===== src/rtl/freq_regulator_param_if.sv =====
// Bus bundle for freq_regulator_param.
// The master drives the regulator controls and the pulse input; the slave
// (the regulator) returns the divider value, the adjustment direction, the
// measurement and the status flags.
//   en, psi, mode                 : enable, pulse input, measurement mode
//   set_period, tolerance         : target measurement and allowed |error|
//   step_shift                    : 0xF = unit step, else |error| >> step_shift
//   adjusted_div, adj_dir         : divider value and last adjustment direction
//   meas, meas_valid, overflow    : last measurement, update strobe, saturation
//   locked                        : regulator in lock
interface freq_regulator_param_if #(
    parameter int CNT_W = 16,
    parameter int DIV_W = 8
);
    logic             en;
    logic             psi;
    logic             mode;
    logic [CNT_W-1:0] set_period;
    logic [CNT_W-1:0] tolerance;
    logic [3:0]       step_shift;
    logic [DIV_W-1:0] adjusted_div;
    logic [1:0]       adj_dir;
    logic [CNT_W-1:0] meas;
    logic             meas_valid;
    logic             overflow;
    logic             locked;

    modport master (
        output en, psi, mode, set_period, tolerance, step_shift,
        input  adjusted_div, adj_dir, meas, meas_valid, overflow, locked
    );

    modport slave (
        input  en, psi, mode, set_period, tolerance, step_shift,
        output adjusted_div, adj_dir, meas, meas_valid, overflow, locked
    );
endinterface


===== src/rtl/freq_regulator_param.sv =====
// Closed-loop frequency regulator.
// Measures the high time (mode 0) or rising-to-rising period (mode 1) of psi
// in clk cycles, compares the measurement against set_period with a tolerance
// band and steps a saturating divider value up or down by a unit or
// proportional step. Lock is declared after LOCK_N consecutive in-band
// measurements.
// Ports:
//   clk : clock
//   rst : asynchronous active-high reset
//   bus : freq_regulator_param_if slave modport (controls, psi, results)
module freq_regulator_param #(
    parameter int CNT_W    = 16,
    parameter int DIV_W    = 8,
    parameter int DIV_INIT = 127,
    parameter int DIV_MIN  = 1,
    parameter int DIV_MAX  = 255,
    parameter int MAX_STEP = 16,
    parameter int LOCK_N   = 4
) (
    input  logic                  clk,
    input  logic                  rst,
    freq_regulator_param_if.slave bus
);

    localparam int LOCK_W = $clog2(LOCK_N + 1);

    localparam logic [CNT_W-1:0]  CNT_MAX    = '1;
    localparam logic [CNT_W-1:0]  CNT_ONE    = CNT_W'(1);
    localparam logic [CNT_W-1:0]  MAX_STEP_C = CNT_W'(MAX_STEP);
    localparam logic [DIV_W:0]    DIV_MIN_X  = (DIV_W + 1)'(DIV_MIN);
    localparam logic [DIV_W:0]    DIV_MAX_X  = (DIV_W + 1)'(DIV_MAX);
    localparam logic [DIV_W-1:0]  DIV_INIT_C = DIV_W'(DIV_INIT);
    localparam logic [LOCK_W-1:0] LOCK_N_C   = LOCK_W'(LOCK_N);
    localparam logic [LOCK_W-1:0] LOCK_ONE   = LOCK_W'(1);

    localparam logic [1:0] DIR_UP   = 2'b11;
    localparam logic [1:0] DIR_DOWN = 2'b00;
    localparam logic [1:0] DIR_HOLD = 2'b10;

    logic              psi_q, psi_d;
    logic [CNT_W-1:0]  cnt_q, cnt_d;
    logic              armed_q, armed_d;
    logic [CNT_W-1:0]  meas_q, meas_d;
    logic              meas_valid_q, meas_valid_d;
    logic              ovf_q, ovf_d;
    logic [DIV_W-1:0]  div_q, div_d;
    logic [1:0]        adj_dir_q, adj_dir_d;
    logic [LOCK_W-1:0] lock_cnt_q, lock_cnt_d;

    logic             rise, fall;
    logic             cnt_sat;
    logic [CNT_W-1:0] cnt_inc;

    logic             eval;
    logic [CNT_W-1:0] err;
    logic             in_band;
    logic             go_up;
    logic [CNT_W-1:0] shifted;
    logic [CNT_W-1:0] step_raw;
    logic [CNT_W-1:0] step;
    logic [DIV_W:0]   step_x;
    logic [DIV_W:0]   sum;
    logic [DIV_W:0]   diff;

    // ------------------------------------------------------------------
    // Edge detection and measurement
    // ------------------------------------------------------------------
    always_comb begin
        rise    = bus.psi & ~psi_q;
        fall    = ~bus.psi & psi_q;
        cnt_sat = (cnt_q == CNT_MAX);
        // Saturating increment; doubles as the saturated measurement value.
        cnt_inc = cnt_sat ? cnt_q : cnt_q + CNT_ONE;

        psi_d        = bus.psi;
        cnt_d        = cnt_q;
        armed_d      = armed_q;
        meas_d       = meas_q;
        meas_valid_d = 1'b0;
        ovf_d        = 1'b0;

        if (!bus.en) begin
            // Also swallows any edge that coincides with en falling.
            cnt_d   = '0;
            armed_d = 1'b0;
        end else if (!bus.mode) begin
            if (rise) begin
                cnt_d   = '0;
                armed_d = 1'b1;
            end else if (psi_q && bus.psi) begin
                cnt_d = cnt_inc;
            end
            // A pulse already high when en rose is never armed, so its
            // truncated high time is not reported.
            if (fall && armed_q) begin
                meas_d       = cnt_inc;
                meas_valid_d = 1'b1;
                ovf_d        = cnt_sat;
            end
        end else begin
            cnt_d = cnt_inc;
            if (rise) begin
                cnt_d = '0;
                if (armed_q) begin
                    meas_d       = cnt_inc;
                    meas_valid_d = 1'b1;
                    ovf_d        = cnt_sat;
                end else begin
                    armed_d = 1'b1;
                end
            end
        end
    end

    // ------------------------------------------------------------------
    // Evaluation, one cycle after meas_valid
    // ------------------------------------------------------------------
    always_comb begin
        eval    = meas_valid_q & bus.en;
        err     = (meas_q > bus.set_period) ? (meas_q - bus.set_period)
                                            : (bus.set_period - meas_q);
        in_band = !ovf_q && (err <= bus.tolerance);
        go_up   = ovf_q || (meas_q > bus.set_period);
        shifted = err >> bus.step_shift;

        if (bus.step_shift == 4'hF) begin
            step_raw = CNT_ONE;
        end else if (shifted == '0) begin
            step_raw = CNT_ONE;
        end else begin
            step_raw = shifted;
        end
        step   = (step_raw > MAX_STEP_C) ? MAX_STEP_C : step_raw;
        step_x = (DIV_W + 1)'(step);

        // One extra bit catches carry past DIV_MAX and borrow below zero.
        sum  = {1'b0, div_q} + step_x;
        diff = {1'b0, div_q} - step_x;

        div_d      = div_q;
        adj_dir_d  = DIR_HOLD;
        lock_cnt_d = lock_cnt_q;

        if (!bus.en) begin
            lock_cnt_d = '0;
        end else if (eval) begin
            if (in_band) begin
                if (lock_cnt_q != LOCK_N_C) begin
                    lock_cnt_d = lock_cnt_q + LOCK_ONE;
                end
            end else begin
                lock_cnt_d = '0;
                if (go_up) begin
                    adj_dir_d = DIR_UP;
                    div_d     = (sum > DIV_MAX_X) ? DIV_MAX_X[DIV_W-1:0] : sum[DIV_W-1:0];
                end else begin
                    adj_dir_d = DIR_DOWN;
                    div_d     = (diff[DIV_W] || (diff < DIV_MIN_X)) ? DIV_MIN_X[DIV_W-1:0]
                                                                     : diff[DIV_W-1:0];
                end
            end
        end
    end

    always_ff @(posedge clk or posedge rst) begin
        if (rst) begin
            psi_q        <= 1'b0;
            cnt_q        <= '0;
            armed_q      <= 1'b0;
            meas_q       <= '0;
            meas_valid_q <= 1'b0;
            ovf_q        <= 1'b0;
            div_q        <= DIV_INIT_C;
            adj_dir_q    <= DIR_HOLD;
            lock_cnt_q   <= '0;
        end else begin
            psi_q        <= psi_d;
            cnt_q        <= cnt_d;
            armed_q      <= armed_d;
            meas_q       <= meas_d;
            meas_valid_q <= meas_valid_d;
            ovf_q        <= ovf_d;
            div_q        <= div_d;
            adj_dir_q    <= adj_dir_d;
            lock_cnt_q   <= lock_cnt_d;
        end
    end

    assign bus.adjusted_div = div_q;
    assign bus.adj_dir      = adj_dir_q;
    assign bus.meas         = meas_q;
    assign bus.meas_valid   = meas_valid_q;
    assign bus.overflow     = ovf_q;
    assign bus.locked       = (lock_cnt_q == LOCK_N_C);

endmodule


===== src/flat_wrapper.sv =====
// flat-port wrapper written by rule: the top's interface ports become plain ports
module freq_regulator_param_flat 
#(
    parameter int CNT_W    = 16,
    parameter int DIV_W    = 8,
    parameter int DIV_INIT = 127,
    parameter int DIV_MIN  = 1,
    parameter int DIV_MAX  = 255,
    parameter int MAX_STEP = 16,
    parameter int LOCK_N   = 4
)
  (clk, rst, bus_en, bus_psi, bus_mode, bus_set_period, bus_tolerance, bus_step_shift, bus_adjusted_div, bus_adj_dir, bus_meas, bus_meas_valid, bus_overflow, bus_locked);
  freq_regulator_param_if #(.CNT_W(CNT_W), .DIV_W(DIV_W)) bus_i ();
  input  logic clk;
  input  logic rst;
  input wire logic [$bits(bus_i.en)-1:0] bus_en;
  input wire logic [$bits(bus_i.psi)-1:0] bus_psi;
  input wire logic [$bits(bus_i.mode)-1:0] bus_mode;
  input wire logic [$bits(bus_i.set_period)-1:0] bus_set_period;
  input wire logic [$bits(bus_i.tolerance)-1:0] bus_tolerance;
  input wire logic [$bits(bus_i.step_shift)-1:0] bus_step_shift;
  output wire logic [$bits(bus_i.adjusted_div)-1:0] bus_adjusted_div;
  output wire logic [$bits(bus_i.adj_dir)-1:0] bus_adj_dir;
  output wire logic [$bits(bus_i.meas)-1:0] bus_meas;
  output wire logic [$bits(bus_i.meas_valid)-1:0] bus_meas_valid;
  output wire logic [$bits(bus_i.overflow)-1:0] bus_overflow;
  output wire logic [$bits(bus_i.locked)-1:0] bus_locked;
  assign bus_i.en = bus_en;
  assign bus_i.psi = bus_psi;
  assign bus_i.mode = bus_mode;
  assign bus_i.set_period = bus_set_period;
  assign bus_i.tolerance = bus_tolerance;
  assign bus_i.step_shift = bus_step_shift;
  assign bus_adjusted_div = bus_i.adjusted_div;
  assign bus_adj_dir = bus_i.adj_dir;
  assign bus_meas = bus_i.meas;
  assign bus_meas_valid = bus_i.meas_valid;
  assign bus_overflow = bus_i.overflow;
  assign bus_locked = bus_i.locked;
  freq_regulator_param #(.CNT_W(CNT_W), .DIV_W(DIV_W), .DIV_INIT(DIV_INIT), .DIV_MIN(DIV_MIN), .DIV_MAX(DIV_MAX), .MAX_STEP(MAX_STEP), .LOCK_N(LOCK_N)) u_core (.clk(clk), .rst(rst), .bus(bus_i));
endmodule

===== config.mk =====
export PLATFORM = sky130hd
export DESIGN_NAME = freq_regulator_param_flat
export DESIGN_NICKNAME = d
export VERILOG_FILES = /design/src/rtl/freq_regulator_param_if.sv /design/src/rtl/freq_regulator_param.sv /design/src/flat_wrapper.sv
export SDC_FILE = /design/constraint.sdc
export NUM_CORES = 1
export LEC_CHECK = 0
export ABC_AREA = 1
export BUFFER_PORTS_ARGS = -buffer_cell sky130_fd_sc_hd__buf_2
export CAP_MARGIN = 10
export CORE_ASPECT_RATIO = 1.5
export CORE_MARGIN = 2
export CORE_UTILIZATION = 35
export DETAILED_ROUTE_END_ITERATION = 12
export PLACE_DENSITY = 0.61
export SKIP_LAST_GASP = 1
export SLEW_MARGIN = 20
export SYNTH_ARGS = -nofsm -noshare
export SYNTH_HDL_FRONTEND = slang
export SYNTH_SLANG_ARGS = --single-unit

===== constraint.sdc =====
create_clock -name clk -period 5.7 [get_ports clk]
set_clock_uncertainty 0.05 [all_clocks]
set_input_delay 0.285 -clock clk [delete_from_list [all_inputs] [get_ports clk]]
set_output_delay 0.285 -clock clk [all_outputs]
set_load 0.01 [all_outputs]

==> impl_summary.txt, run 1 <==
----------------------------------------------------
[Synth]
  Sequential-to-total area share from yosys stat ... 18.41%
  Yosys reg bits ... just under 50
  Main flop type after synthesis ... sky130_fd_sc_hd__dfrtp_1
  Combined area of all synthesized cells ... roughly 6700 um2
  Yosys top cell area share ... 19.62%
  Average size of a mapped cell ... 5.942 um2
  Count of warnings emitted by yosys ... 0
  Post-synthesis async set-or-reset flop share ... 100.0%
  Cells after synthesis ... approximately 1,100
  Library cell with the largest summed area after synthesis ... sky130_fd_sc_hd__nand2_1
  Leading post-synthesis cells by cell area ... sky130_fd_sc_hd__nand2_1, sky130_fd_sc_hd__dfrtp_1, sky130_fd_sc_hd__nand3_1, sky130_fd_sc_hd__inv_1, sky130_fd_sc_hd__ha_1
  Count of unique library cells instantiated by Yosys ... 45
  Post-synth EDFFs ... 0

[Place]
  Placed wire-length estimate after detailed placement ... 16.35 mm
  Routability congestion estimate from global placement ... 0.9438
  Total of buffers placed on input and output ports ... around 70
  Number of instances in the placed design ... 1,443

[Layout]
  Post-route insts no fill ... 1,457
  Most common cell after layout, fill and taps aside ... sky130_fd_sc_hd__nand2_1
  Antenna diode count ... 0
  Highest-count cells in the layout ignoring fill and taps ... sky130_fd_sc_hd__nand2_1, sky130_fd_sc_hd__inv_1, sky130_fd_sc_hd__nand3_1
  Layout Nets ... between 1,000 and 1,500
  Number of fill cells in the layout ... 2,116
  Fraction of final layout cells with drive strength greater than 1 ... ~14%
  Area growth from synthesis to final layout ... 13.98%

[Routing]
  Via count ... slightly above 7,000
  Wirelength per Cell ... between 10 and 15 um
  Detail Route Antenna Nets ... 0
  Number of iterations in the first detailed-routing pass ... 7
  Routed WL ... 19.80 mm
  DRT iter0 DRCs ... 293
  Number of remaining DRC errors ... 0
  Via-to-Cell Ratio ... 4.855

[Worst setup path]
  Endpoint of the worst register-to-register path ... u_core.bus.adjusted_div[0]$_DFFE_PP1P_
  Data arrival, critical path ... 5.43 ns
  Critical Path Most Common Cell ... sky130_fd_sc_hd__nand2_1
  FF-to-FF path depth ... 43
  Slowest cell on the critical path ... sky130_fd_sc_hd__dfrtp_1
  Critical register-to-register path startpoint ... u_core.bus.meas[0]$_DFFE_PP0P_
  Required time of the worst setup path ... 5.87 ns
  Crit Path Class ... reg2reg
  Critical path endpoint category ... flip-flop
  Biggest cell delay along the critical path ... 0.41 ns
  Register-to-Register Setup Slack ... 0.44 ns
  Kind of launch point of the worst setup path ... flip-flop
  Maximum fanout encountered on the critical timing path ... 11

[Power and ir drop]
  Switching part of the total power ... 41.72%
  Net Sw Power ... 555.9 uW
  Share of total power in the clock network ... 23.7%
  Sequential share of power ... around 30%
  Peak ir drop on the vdd network ... 0.1031 mV
  Cell Pwr Density ... 174.1 nW/um2
  Total internal power ... about 780 uW
  Share of total power in combinational logic ... approximately 47%
  Pleak ... 4.276 nW

[GRT]
  Via count of the first global-routing pass ... 6,834
  Initial antenna violation count ... 0
  Overall overflow remaining after global route ... 0
  GRT Total Usage ... 19.62%
  Largest net degree at the start of global routing ... 50
  Global-route wire length before repair ... 31.79 mm

[Timing]
  Top achievable clock speed ... 0.1900 GHz
  Final hold vios ... 0
  Worst slew slack as a fraction of its limit ... 47.57%
  Setup Total Neg Slack ... 0 ns
  Total count of max-transition violations in the final report ... 0
  Final worst path period share ... 92.35%
  # setup viols final ... 0
  Hold Slack ... around 0.054 ns
  Unrepaired setup endpoints after global routing ... true
  Slew @ Worst Pin ... 0.7842 ns
  Crit path time final ... 5.264 ns

[Clocking]
  Later-pin clock latency in the skew report ... 0.30 ns
  Clock-pin slew on the worst setup and hold paths ... roughly 0.070 ns
  Level count of the clock H-tree ... 2
  Maximum number of buffers from clock root to sink ... 2
  Root Driver ... sky130_fd_sc_hd__clkbuf_16
  TritonCTS sink count ... just under 50
  CTS tree ... done
  Cts-stage hold buffer count ... 0
  Number of buffers created by CTS ... 5

[Floorplanning]
  Core region area ... around 19,000 um2
  Die outline width ... 117.1 um
  Die extent in y ... 173.6 um
  Number of top-level pins ... 70
  Number of core rows ... between 60 and 70
  DIE AREA ... about 20,000 um2
  Starting density of the core ... 35.33%

[Hold path]
  Worst Hold End ... u_core.psi_q$_DFF_PP0_
  Min-delay src ... bus_psi
  Worst hold stages ... 1
  Type of the worst min-delay path ... in2reg

[Run]
  Number of violations of the max-capacitance limit ... 0

[Status]
  Result of the run ... completed

----------------------------------------------------
==> worst max-delay path, delay by kind of cell (launching register included) <==
| family | cells | cell delay, ns |
|---|---|---|
| flops | 1 | 0.41 |
| compound gates | 7 | 0.77 |
| fa+ha+maj | 4 | 1.14 |
| simple gates | 25 | 2.27 |
| buf+inv | 7 | 0.55 |
==> worst max path at each step <==
stage,from,end,slack [ns],depth (start not counted)
after global placement,u_core.bus.meas[0]$_DFFE_PP0P_,u_core.bus.adjusted_div[6]$_DFFE_PP1P_,0.13,39
after floorplan,u_core.bus.meas[0]$_DFFE_PP0P_,u_core.bus.adjusted_div[1]$_DFFE_PP1P_,0.75,43
final,u_core.bus.meas[0]$_DFFE_PP0P_,u_core.bus.adjusted_div[0]$_DFFE_PP1P_,0.44,43
after CTS,u_core.bus.meas[0]$_DFFE_PP0P_,u_core.bus.adjusted_div[6]$_DFFE_PP1P_,0.08,39
after detailed placement,u_core.bus.meas[0]$_DFFE_PP0P_,u_core.bus.adjusted_div[6]$_DFFE_PP1P_,0.002,39
after global routing,u_core.bus.meas[0]$_DFFE_PP0P_,u_core.bus.adjusted_div[0]$_DFFE_PP1P_,-0.02,43
==> per-layer routing <==
layer / track usage [%] / wire (um) / share of wire (%)
met4: 10.20 / 1023 / 5.2
met1: 20.97 / 7643 / 39
met2: 36.92 / 10670 / 54
met3: 1.713 / 462 / 2.3
met5: 0 / 0 / 0
==> registers in the layout, indices dropped and copies added (netlist names) <==
signal,count
u_core.armed_q,1
u_core.bus.adjusted_div,8
u_core.cnt_q,16
u_core.bus.overflow,1
u_core.psi_q,1
u_core.bus.adj_dir,2
u_core.bus.meas_valid,1
u_core.bus.meas,16
u_core.lock_cnt_q,3
==> synth_stat cells (4+ instances only) <==
| library cell | n |
|---|---|
| sky130_fd_sc_hd__buf_2 | 10 |
| sky130_fd_sc_hd__inv_2 | 5 |
| sky130_fd_sc_hd__dfrtp_1 | 41 |
| sky130_fd_sc_hd__nand3_1 | 166 |
| sky130_fd_sc_hd__xor2_1 | 22 |
| sky130_fd_sc_hd__nand4_1 | 25 |
| sky130_fd_sc_hd__nand2_2 | 14 |
| sky130_fd_sc_hd__o21bai_1 | 9 |
| sky130_fd_sc_hd__o21ai_0 | 39 |
| sky130_fd_sc_hd__and2_1 | 5 |
| sky130_fd_sc_hd__nand2_1 | 351 |
| sky130_fd_sc_hd__clkbuf_1 | 10 |
| sky130_fd_sc_hd__o22ai_1 | 16 |
| sky130_fd_sc_hd__fa_1 | 4 |
| sky130_fd_sc_hd__dfstp_2 | 8 |
| sky130_fd_sc_hd__nor3_1 | 13 |
| sky130_fd_sc_hd__ha_1 | 59 |
| sky130_fd_sc_hd__nor2_1 | 49 |
| sky130_fd_sc_hd__nand3b_1 | 5 |
| sky130_fd_sc_hd__nand2_4 | 5 |
| sky130_fd_sc_hd__a21oi_1 | 31 |
| sky130_fd_sc_hd__inv_1 | 208 |
==> cells by family after synthesis <==
family / synth area share [%]
fa+ha+maj: 12.19
compound gates: 8.871
buf+inv: 14.22
flops: 18.41
simple gates: 42.94
xor+xnor: 3.261
other cells: 0.1119
==> power groups by stage <==
stage | logic [mW] | registers, mW | clock network (mW)
after floorplan | 0.427 | 0.403 | 0
after global placement | 0.588 | 0.400 | 0
after detailed placement | 0.592 | 0.400 | 0
after CTS | 0.595 | 0.394 | 0.328
after global routing | 0.702 | 0.398 | 0.341
final | 0.623 | 0.394 | 0.316
==> timing repair <==
item                                    CTS  global route
pin swaps                                 0             9
cloned                                    0             2
resized for setup                         1            38
endpoints found under the setup margin    2             8
setup buffers                             0             4
==> cell type report <==
cell class	instances	area (um2)	area share [%]
Clock buffer	6	138.9	1.815
Clock inverter	2	13.76	0.1799
Inverter	215	809.5	10.58
Multi-Input combinational cell	847	4690	61.28
Sequential cell	49	1237	16.17
Tap cell	256	320.3	4.186
Timing Repair Buffer	82	442.9	5.788
==> through the flow <==
step                      instance area (um2)  setup slack, ns  utilization, %  power (mW)
after floorplan                          6733           0.7526               -      0.8303
final                                    7652           0.4361           40.26       1.332
after global routing                     7652         -0.01623           40.26       1.442
after global placement                   7318           0.1274           38.51      0.9883
after detailed placement                 7318         0.002025           38.51      0.9916
after CTS                                7480          0.08314           39.35       1.316
Note: power is estimated with default switching activity, not from simulation.
==> run 2, diff against run 1 <==
--- a/config.mk
+++ b/config.mk
@@ -5,14 +5,13 @@
 export SDC_FILE = /design/constraint.sdc
 export NUM_CORES = 1
 export LEC_CHECK = 0
-export ABC_AREA = 1
 export BUFFER_PORTS_ARGS = -buffer_cell sky130_fd_sc_hd__buf_2
 export CAP_MARGIN = 10
 export CORE_ASPECT_RATIO = 1.5
 export CORE_MARGIN = 2
 export CORE_UTILIZATION = 35
 export DETAILED_ROUTE_END_ITERATION = 12
-export PLACE_DENSITY = 0.61
+export PLACE_DENSITY = 0.63
 export SKIP_LAST_GASP = 1
 export SLEW_MARGIN = 20
 export SYNTH_ARGS = -nofsm -noshare
==> constraint.sdc (replaced) <==
create_clock -name clk -period 4.6 [get_ports clk]
set_clock_uncertainty 0.05 [all_clocks]
set_input_delay 0.23 -clock clk [delete_from_list [all_inputs] [get_ports clk]]
set_output_delay 0.23 -clock clk [all_outputs]
set_load 0.01 [all_outputs]
==> run 2 against run 1 <==
Effect of this change:
- the run now ends with setup timing left
- count of clock-buffer cells in the layout decreased by 1
- routed wire length grew 8.2%
- sequential share of layout area decreased by 2.8 points
==> impl_summary.txt, run 2 <==
----------------------------------------------------
[Worst setup path]
  Crit Path Class ... reg2reg
  Maximum fanout encountered on the critical timing path ... 8
  Required time of the worst setup path ... 4.80 ns
  Slowest cell on the critical path ... sky130_fd_sc_hd__dfrtp_1
  Data arrival, critical path ... 6.53 ns
  Register-to-Register Setup Slack ... -1.73 ns
  FF-to-FF path depth ... 31
  CP Launch Point ... u_core.bus.meas[0]$_DFFE_PP0P_
  Worst setup path end ... u_core.bus.adjusted_div[4]$_DFFE_PP1P_
  Critical path endpoint category ... flip-flop
  Kind of launch point of the worst setup path ... flip-flop
  Biggest cell delay along the critical path ... 0.38 ns
  Critical register-to-register path startpoint ... u_core.bus.meas[0]$_DFFE_PP0P_
  Endpoint of the worst register-to-register path ... u_core.bus.adjusted_div[4]$_DFFE_PP1P_

[Routing]
  Routed WL ... 21.43 mm
  Detail Route Antenna Nets ... 0
  DRT iter0 DRCs ... between 300 and 400
  Number of iterations in the first detailed-routing pass ... 5
  Via count ... ~7,000
  Via-to-Cell Ratio ... 5.360
  Number of remaining DRC errors ... 0
  Wirelength per Cell ... about 16 um

[Synth]
  Cells after synthesis ... about 800
  Leading post-synthesis cells by instance count ... sky130_fd_sc_hd__nand2_1, sky130_fd_sc_hd__inv_1, sky130_fd_sc_hd__nor2_1
  Post-synth EDFFs ... 0
  Library cell with the largest summed area after synthesis ... sky130_fd_sc_hd__dfrtp_1
  Average size of a mapped cell ... between 7 and 8 um2
  Post-synthesis async set-or-reset flop share ... between 90% and 100%
  Count leader, synth ... sky130_fd_sc_hd__nand2_1
  Yosys top cell area share ... 16.52%
  Count of warnings emitted by yosys ... 0
  Yosys reg bits ... between 40 and 50
  Count of unique library cells instantiated by Yosys ... 87
  Combined area of all synthesized cells ... 6211 um2
  Main flop type after synthesis ... sky130_fd_sc_hd__dfrtp_1
  Leading post-synthesis cells by cell area ... sky130_fd_sc_hd__dfrtp_1, sky130_fd_sc_hd__ha_1, sky130_fd_sc_hd__a21oi_1, sky130_fd_sc_hd__o21ai_0, sky130_fd_sc_hd__nand2_1
  Sequential-to-total area share from yosys stat ... 19.90%

[Timing]
  Total count of max-transition violations in the final report ... 0
  # setup viols final ... 13
  Crit path time final ... 6.330 ns
  Top achievable clock speed ... 0.1580 GHz
  Final worst path period share ... 137.6%
  Unrepaired setup endpoints after global routing ... true
  Worst slew slack as a fraction of its limit ... a little under two fifths
  Final hold vios ... 0
  Slew @ Worst Pin ... between 0.9 and 1 ns
  PnR worst setup slack ... -1.730 ns

[Floorplanning]
  Number of top-level pins ... 70
  Die outline width ... 112.8 um
  Number of core rows ... 59
  Starting density of the core ... between 30% and 40%
  DIE AREA ... 18,850 um2
  Die extent in y ... 167.2 um
  Core region area ... 17,350 um2

[Layout]
  Layout Nets ... 1,194
  Fraction of final layout cells with drive strength greater than 1 ... approximately two fifths
  Highest-count cells in the layout ignoring fill and taps ... sky130_fd_sc_hd__buf_4, sky130_fd_sc_hd__nand2_1, sky130_fd_sc_hd__buf_2
  Footprint of the multi-input gates ... just over 5000 um2
  Most common cell after layout, fill and taps aside ... sky130_fd_sc_hd__buf_4
  Antenna diode count ... 0
  Number of fill cells in the layout ... 1,610
  Final Instance Area ... 9274 um2
  Final Util ... 53.46%
  Register area ... 1236 um2
  Area growth from synthesis to final layout ... 49.31%

[Clocking]
  TritonCTS sink count ... 49
  Maximum number of buffers from clock root to sink ... 2
  Root Driver ... sky130_fd_sc_hd__clkbuf_16
  Later-pin clock latency in the skew report ... roughly 0.31 ns
  Level count of the clock H-tree ... 2
  Clock-pin slew on the worst setup and hold paths ... 0.08 ns
  CTS tree ... done
  Number of buffers created by CTS ... 5
  Cts-stage hold buffer count ... 0

[GRT]
  GRT Total Usage ... 22.54%
  Overall overflow remaining after global route ... 0
  Largest net degree at the start of global routing ... 50
  Global Route met1 Usage ... 22.38%
  Initial antenna violation count ... 0
  Met3 usage ... 2.280%
  Global-route wire length before repair ... 34.51 mm
  Met2 track utilization from global routing ... approximately 45%
  GR peak layer ... met2
  Via count of the first global-routing pass ... 7,281

[Power and ir drop]
  Pleak ... approximately 4.4 nW
  Cell Pwr Density ... between 200 and 300 nW/um2
  Peak ir drop on the vdd network ... 0.1732 mV
  Total Power Consumption ... 2.626 mW

[Status]
  Violated checks ... setup timing
  Result of the run ... finished, violations left

[Place]
  Total of buffers placed on input and output ports ... 69
  Instance area after placement ... 8227 um2
  Routability congestion estimate from global placement ... 0.9080
  Placed wire-length estimate after detailed placement ... 16.52 mm

[Run]
  Number of violations of the max-capacitance limit ... 0

[Hold path]
  Type of the worst min-delay path ... in2async

----------------------------------------------------
## run 2: changes by cell type in the layout (fill, tap and decap cells not counted), sizes merged, moves of 13 or more
cell,change
o211ai,+13
o21ai,+21
mux2i,+19
nand4,-13
a211oi,+14
buf,+233
nor2,+14
xnor2,+20
nand2,-296
nand3,-148
inv,-139
a21oi,+32
mux2,+17
## run 2: worst min path at each step
stage | from | endpoint
detailed placement | bus_psi | u_core.psi_q$_DFF_PP0_
CTS | bus_psi | u_core.psi_q$_DFF_PP0_
global placement | bus_psi | u_core.psi_q$_DFF_PP0_
floorplan | bus_psi | u_core.psi_q$_DFF_PP0_
finish | rst | u_core.psi_q$_DFF_PP0_
global route | bus_psi | u_core.psi_q$_DFF_PP0_
## run 2: logic make-up after synthesis
logic type	count (synthesis)	share of synthesized area (%)
AOI/OAI and AO/OA	252	27.06
and+or+nand+nor	243	18.78
buffers and inverters	110	6.889
adders and majority gates	65	13.50
DFF	49	19.90
xor gates and xnor gates	39	6.507
muxes	37	7.252
other	2	0.1209
## run 2: layer usage
layer	vias up	routed length, um
met2	158	12040
li1	3435	-
met4	0	1035
met5	-	0
met1	3333	7817
met3	63	537
## run 2: report_power, final
group	leakage, nW	internal (mW)	switching [mW]
Sequential	0.642	0.462	0.0274
Clock	0.0842	0.258	0.191
Combinational	3.71	0.894	0.794
## run 2: timing repair
item / 4_1_cts / 5_1_grt
gates resized for setup: 59 / 41
cloned: 0 / 1
buffers inserted: 56 / 10
pin swaps: 35 / 41
setup endpoints to repair: 13 / 14
## run 2: critical path: cells and delay by family, from the launching register on
kind | cells | cell delay (ns)
AOI/OAI and AO/OA | 13 | 2.62
and+or+nand+nor | 5 | 1.04
adders and majority gates | 4 | 1.03
muxes | 3 | 0.63
buffers and inverters | 5 | 0.39
DFF | 1 | 0.38
xor gates and xnor gates | 1 | 0.12
## run 2: final cells by class
cell class	instances	area share, %
multi-input cells	643	54.41
flip-flops and latches	49	13.33
repair buffers	316	24.51
inverters	75	3.049
well taps	213	2.874
clock buffers	5	1.349
clock inverters	3	0.4722
## run 2: stage by stage
stage | setup WS [ns] | setup TNS (ns) | hold slack (ns) | instances
6_report | -1.730 | -12.94 | 0.02380 | 1304
5_1_grt | -2.012 | -15.81 | 0.03112 | 1304
3_5_place_dp | -1.789 | -14.61 | 0.3488 | 1248
2_1_floorplan | -1.600 | -11.20 | 0.2114 | 802
3_3_place_gp | -1.666 | -13.56 | 0.3482 | 1248
4_1_cts | -1.476 | -12.91 | 0.02083 | 1310
==> run 3, diff against run 2 <==
--- a/config.mk
+++ b/config.mk
@@ -5,6 +5,7 @@
 export SDC_FILE = /design/constraint.sdc
 export NUM_CORES = 1
 export LEC_CHECK = 0
+export ABC_AREA = 1
 export BUFFER_PORTS_ARGS = -buffer_cell sky130_fd_sc_hd__buf_2
 export CAP_MARGIN = 10
 export CORE_ASPECT_RATIO = 1.5
==> run 3 against run 2 <==
Effect of this change:
- the flow still finishes with violations (setup timing)
- first-iteration DRC count rose by 7.7%
- combinational power fell by 33%
- final cell count rose by 25%
- sequential cell count did not move
- global-route usage fell by 1.9 points
- via count rose by 13%
- die area rose by 7.9%
- worst setup slack improved by 1.3 ns
- fmax rose by 27%
- core utilization fell by 1.9 points
- largest cell class unchanged
- largest power group unchanged
==> impl_summary.txt, run 3 (synthesized netlist as in run 1, its figures left out) <==
----------------------------------------------------
[Status]
  Result of the run ... finished, violations left
  Violated checks ... setup timing

[GRT]
  Via count of the first global-routing pass ... 7,456
  Largest net degree at the start of global routing ... 50
  Global-route wire length before repair ... roughly 34 mm
  Initial antenna violation count ... 0
  Overall overflow remaining after global route ... 0
  GRT Total Usage ... 20.62%

[Timing]
  Total count of max-transition violations in the final report ... 0
  Worst slew slack as a fraction of its limit ... 32.61%
  Top achievable clock speed ... 0.2003 GHz
  PnR worst setup slack ... -0.3926 ns
  Crit path time final ... about 5.0 ns
  # setup viols final ... 8
  Unrepaired setup endpoints after global routing ... true
  Final hold vios ... 0
  Hold Slack ... 0.04189 ns
  Slew @ Worst Pin ... 1.010 ns
  Final worst path period share ... 108.5%

[Worst setup path]
  Critical Path Most Common Cell ... sky130_fd_sc_hd__nand2_4
  Required time of the worst setup path ... approximately 4.8 ns
  Crit Path Class ... reg2reg
  Biggest cell delay along the critical path ... 0.35 ns
  Kind of launch point of the worst setup path ... flip-flop
  Slowest cell on the critical path ... sky130_fd_sc_hd__dfrtp_1
  Data arrival, critical path ... ~5.2 ns
  Critical path endpoint category ... flip-flop
  FF-to-FF path depth ... 37
  Maximum fanout encountered on the critical timing path ... 8

[Clocking]
  Root Driver ... sky130_fd_sc_hd__clkbuf_16
  Later-pin clock latency in the skew report ... 0.30 ns
  Maximum number of buffers from clock root to sink ... 2
  Number of buffers created by CTS ... 5
  Level count of the clock H-tree ... 2
  CTS tree ... done
  TritonCTS sink count ... between 40 and 50
  Clock-pin slew on the worst setup and hold paths ... roughly 0.07 ns

[Power and ir drop]
  Share of total power in combinational logic ... 56.6%
  Share of total power in the clock network ... a little under a fifth
  Sequential share of power ... roughly a quarter
  Peak ir drop on the vdd network ... 0.1623 mV
  Cell Pwr Density ... 204.4 nW/um2
  Total internal power ... about 1.2 mW
  Switching part of the total power ... 40.61%
  Pleak ... 5.337 nW
  Net Sw Power ... 813.4 uW
  Total Power Consumption ... between 2 and 2.5 mW

[Floorplanning]
  Core region area ... ~19,000 um2
  Die outline width ... 117.1 um
  Starting density of the core ... 35.33%
  Die extent in y ... 173.6 um
  Number of core rows ... 62
  DIE AREA ... a little over 20,000 um2
  Number of top-level pins ... 70

[Routing]
  Sum of met3 wire segment lengths after detailed routing ... 588 um
  DRT iter0 DRCs ... 404
  Via count ... 7,871
  Via-to-Cell Ratio ... 4.847
  Highest routed metal layer ... met4
  Routed WL ... 21.43 mm
  Wirelength per Cell ... 13.20 um
  Routed metal-1 wirelength ... 8.397 mm
  Detail Route Antenna Nets ... 0
  Number of remaining DRC errors ... 0
  Number of iterations in the first detailed-routing pass ... 8
  Met2 routed WL ... 11.71 mm

[Run]
  Number of violations of the max-capacitance limit ... 0

[Place]
  Placed wire-length estimate after detailed placement ... 17.10 mm
  Routability congestion estimate from global placement ... 0.9533
  Total of buffers placed on input and output ports ... between 60 and 70

[Layout]
  Most common cell after layout, fill and taps aside ... sky130_fd_sc_hd__nand2_1
  Register area ... 1236 um2
  Number of fill cells in the layout ... 1,873
  Fraction of final layout cells with drive strength greater than 1 ... 34.94%
  Footprint of the multi-input gates ... 5480 um2
  Layout Nets ... 1,471
  Antenna diode count ... 0
  Area growth from synthesis to final layout ... 45.99%
  Highest-count cells in the layout ignoring fill and taps ... sky130_fd_sc_hd__nand2_1, sky130_fd_sc_hd__inv_1, sky130_fd_sc_hd__buf_4

[Hold path]
  Type of the worst min-delay path ... in2async

----------------------------------------------------
-- run 3: area by class of cell --
class | instances | area share (%)
Tap cell | 256 | 3.268
Inverter | 215 | 8.387
Timing Repair Buffer | 251 | 18.32
Clock inverter | 2 | 0.08935
Sequential cell | 49 | 12.61
Clock buffer | 6 | 1.417
Multi-Input combinational cell | 845 | 55.91
-- run 3: path summary, 6_finish.rpt --
path | slack (ns) | start | to
max reg2reg | -0.39 | u_core.bus.meas[9]$_DFFE_PP0P_ | u_core.bus.adjusted_div[3]$_DFFE_PP1P_
min | 0.04 | rst | u_core.psi_q$_DFF_PP0_
min reg2reg | 0.44 | u_core.bus.adjusted_div[4]$_DFFE_PP1P_ | u_core.bus.adjusted_div[4]$_DFFE_PP1P_
min in group clk | 0.19 | bus_en | u_core.armed_q$_DFFE_PP0P_
max in group asynchronous | 4.00 | rst | u_core.cnt_q[6]$_DFFE_PP0P_
max | -0.39 | u_core.bus.meas[9]$_DFFE_PP0P_ | u_core.bus.adjusted_div[3]$_DFFE_PP1P_
-- run 3: power groups by stage --
stage               Sequential [mW]  Combinational (mW)  Clock, mW
floorplan                     0.500               0.558          0
global placement              0.494               0.930          0
detailed placement            0.494               0.935          0
CTS                           0.486                1.02      0.393
global route                  0.491                1.26      0.409
finish                        0.488                1.13      0.381
-- run 3: what timing repair did --
action	in CTS	in global routing
hold buffers	1	0
endpoints found under the hold margin	1	0
pin swaps	62	78
buffers inserted	18	11
cloned	1	0
setup endpoints to repair	8	8
resized for setup	64	121
-- run 3: per-layer routing --
metal	up-vias	GRT usage, %
met5	-	0
met4	0	8.627
met3	46	1.888
met2	164	38.58
met1	3617	23.11
li1	4044	-
-- run 3: critical path, delay by kind of cell (launching register included) --
kind	cells	cell delay, ns
buffers and inverters	7	0.63
and+or+nand+nor	23	2.52
xor gates and xnor gates	1	0.22
DFF	1	0.35
AOI/OAI and AO/OA	3	0.36
adders and majority gates	3	0.77
-- run 3: stage by stage --
| stage | setup TNS (ns) | std cells | utilization (%) | setup WS, ns | instance area [um2] |
|---|---|---|---|---|---|
| after floorplan | -0.2638 | 1135 | - | -0.04275 | 6894 |
| after global placement | -3.757 | 1585 | 45.17 | -0.5101 | 8586 |
| after detailed placement | -3.613 | 1585 | 45.17 | -0.4955 | 8586 |
| after CTS | -2.211 | 1613 | 48.20 | -0.2993 | 9160 |
| after global routing | -5.413 | 1624 | 51.57 | -0.7033 | 9802 |
| final | -2.838 | 1624 | 51.57 | -0.3926 | 9802 |
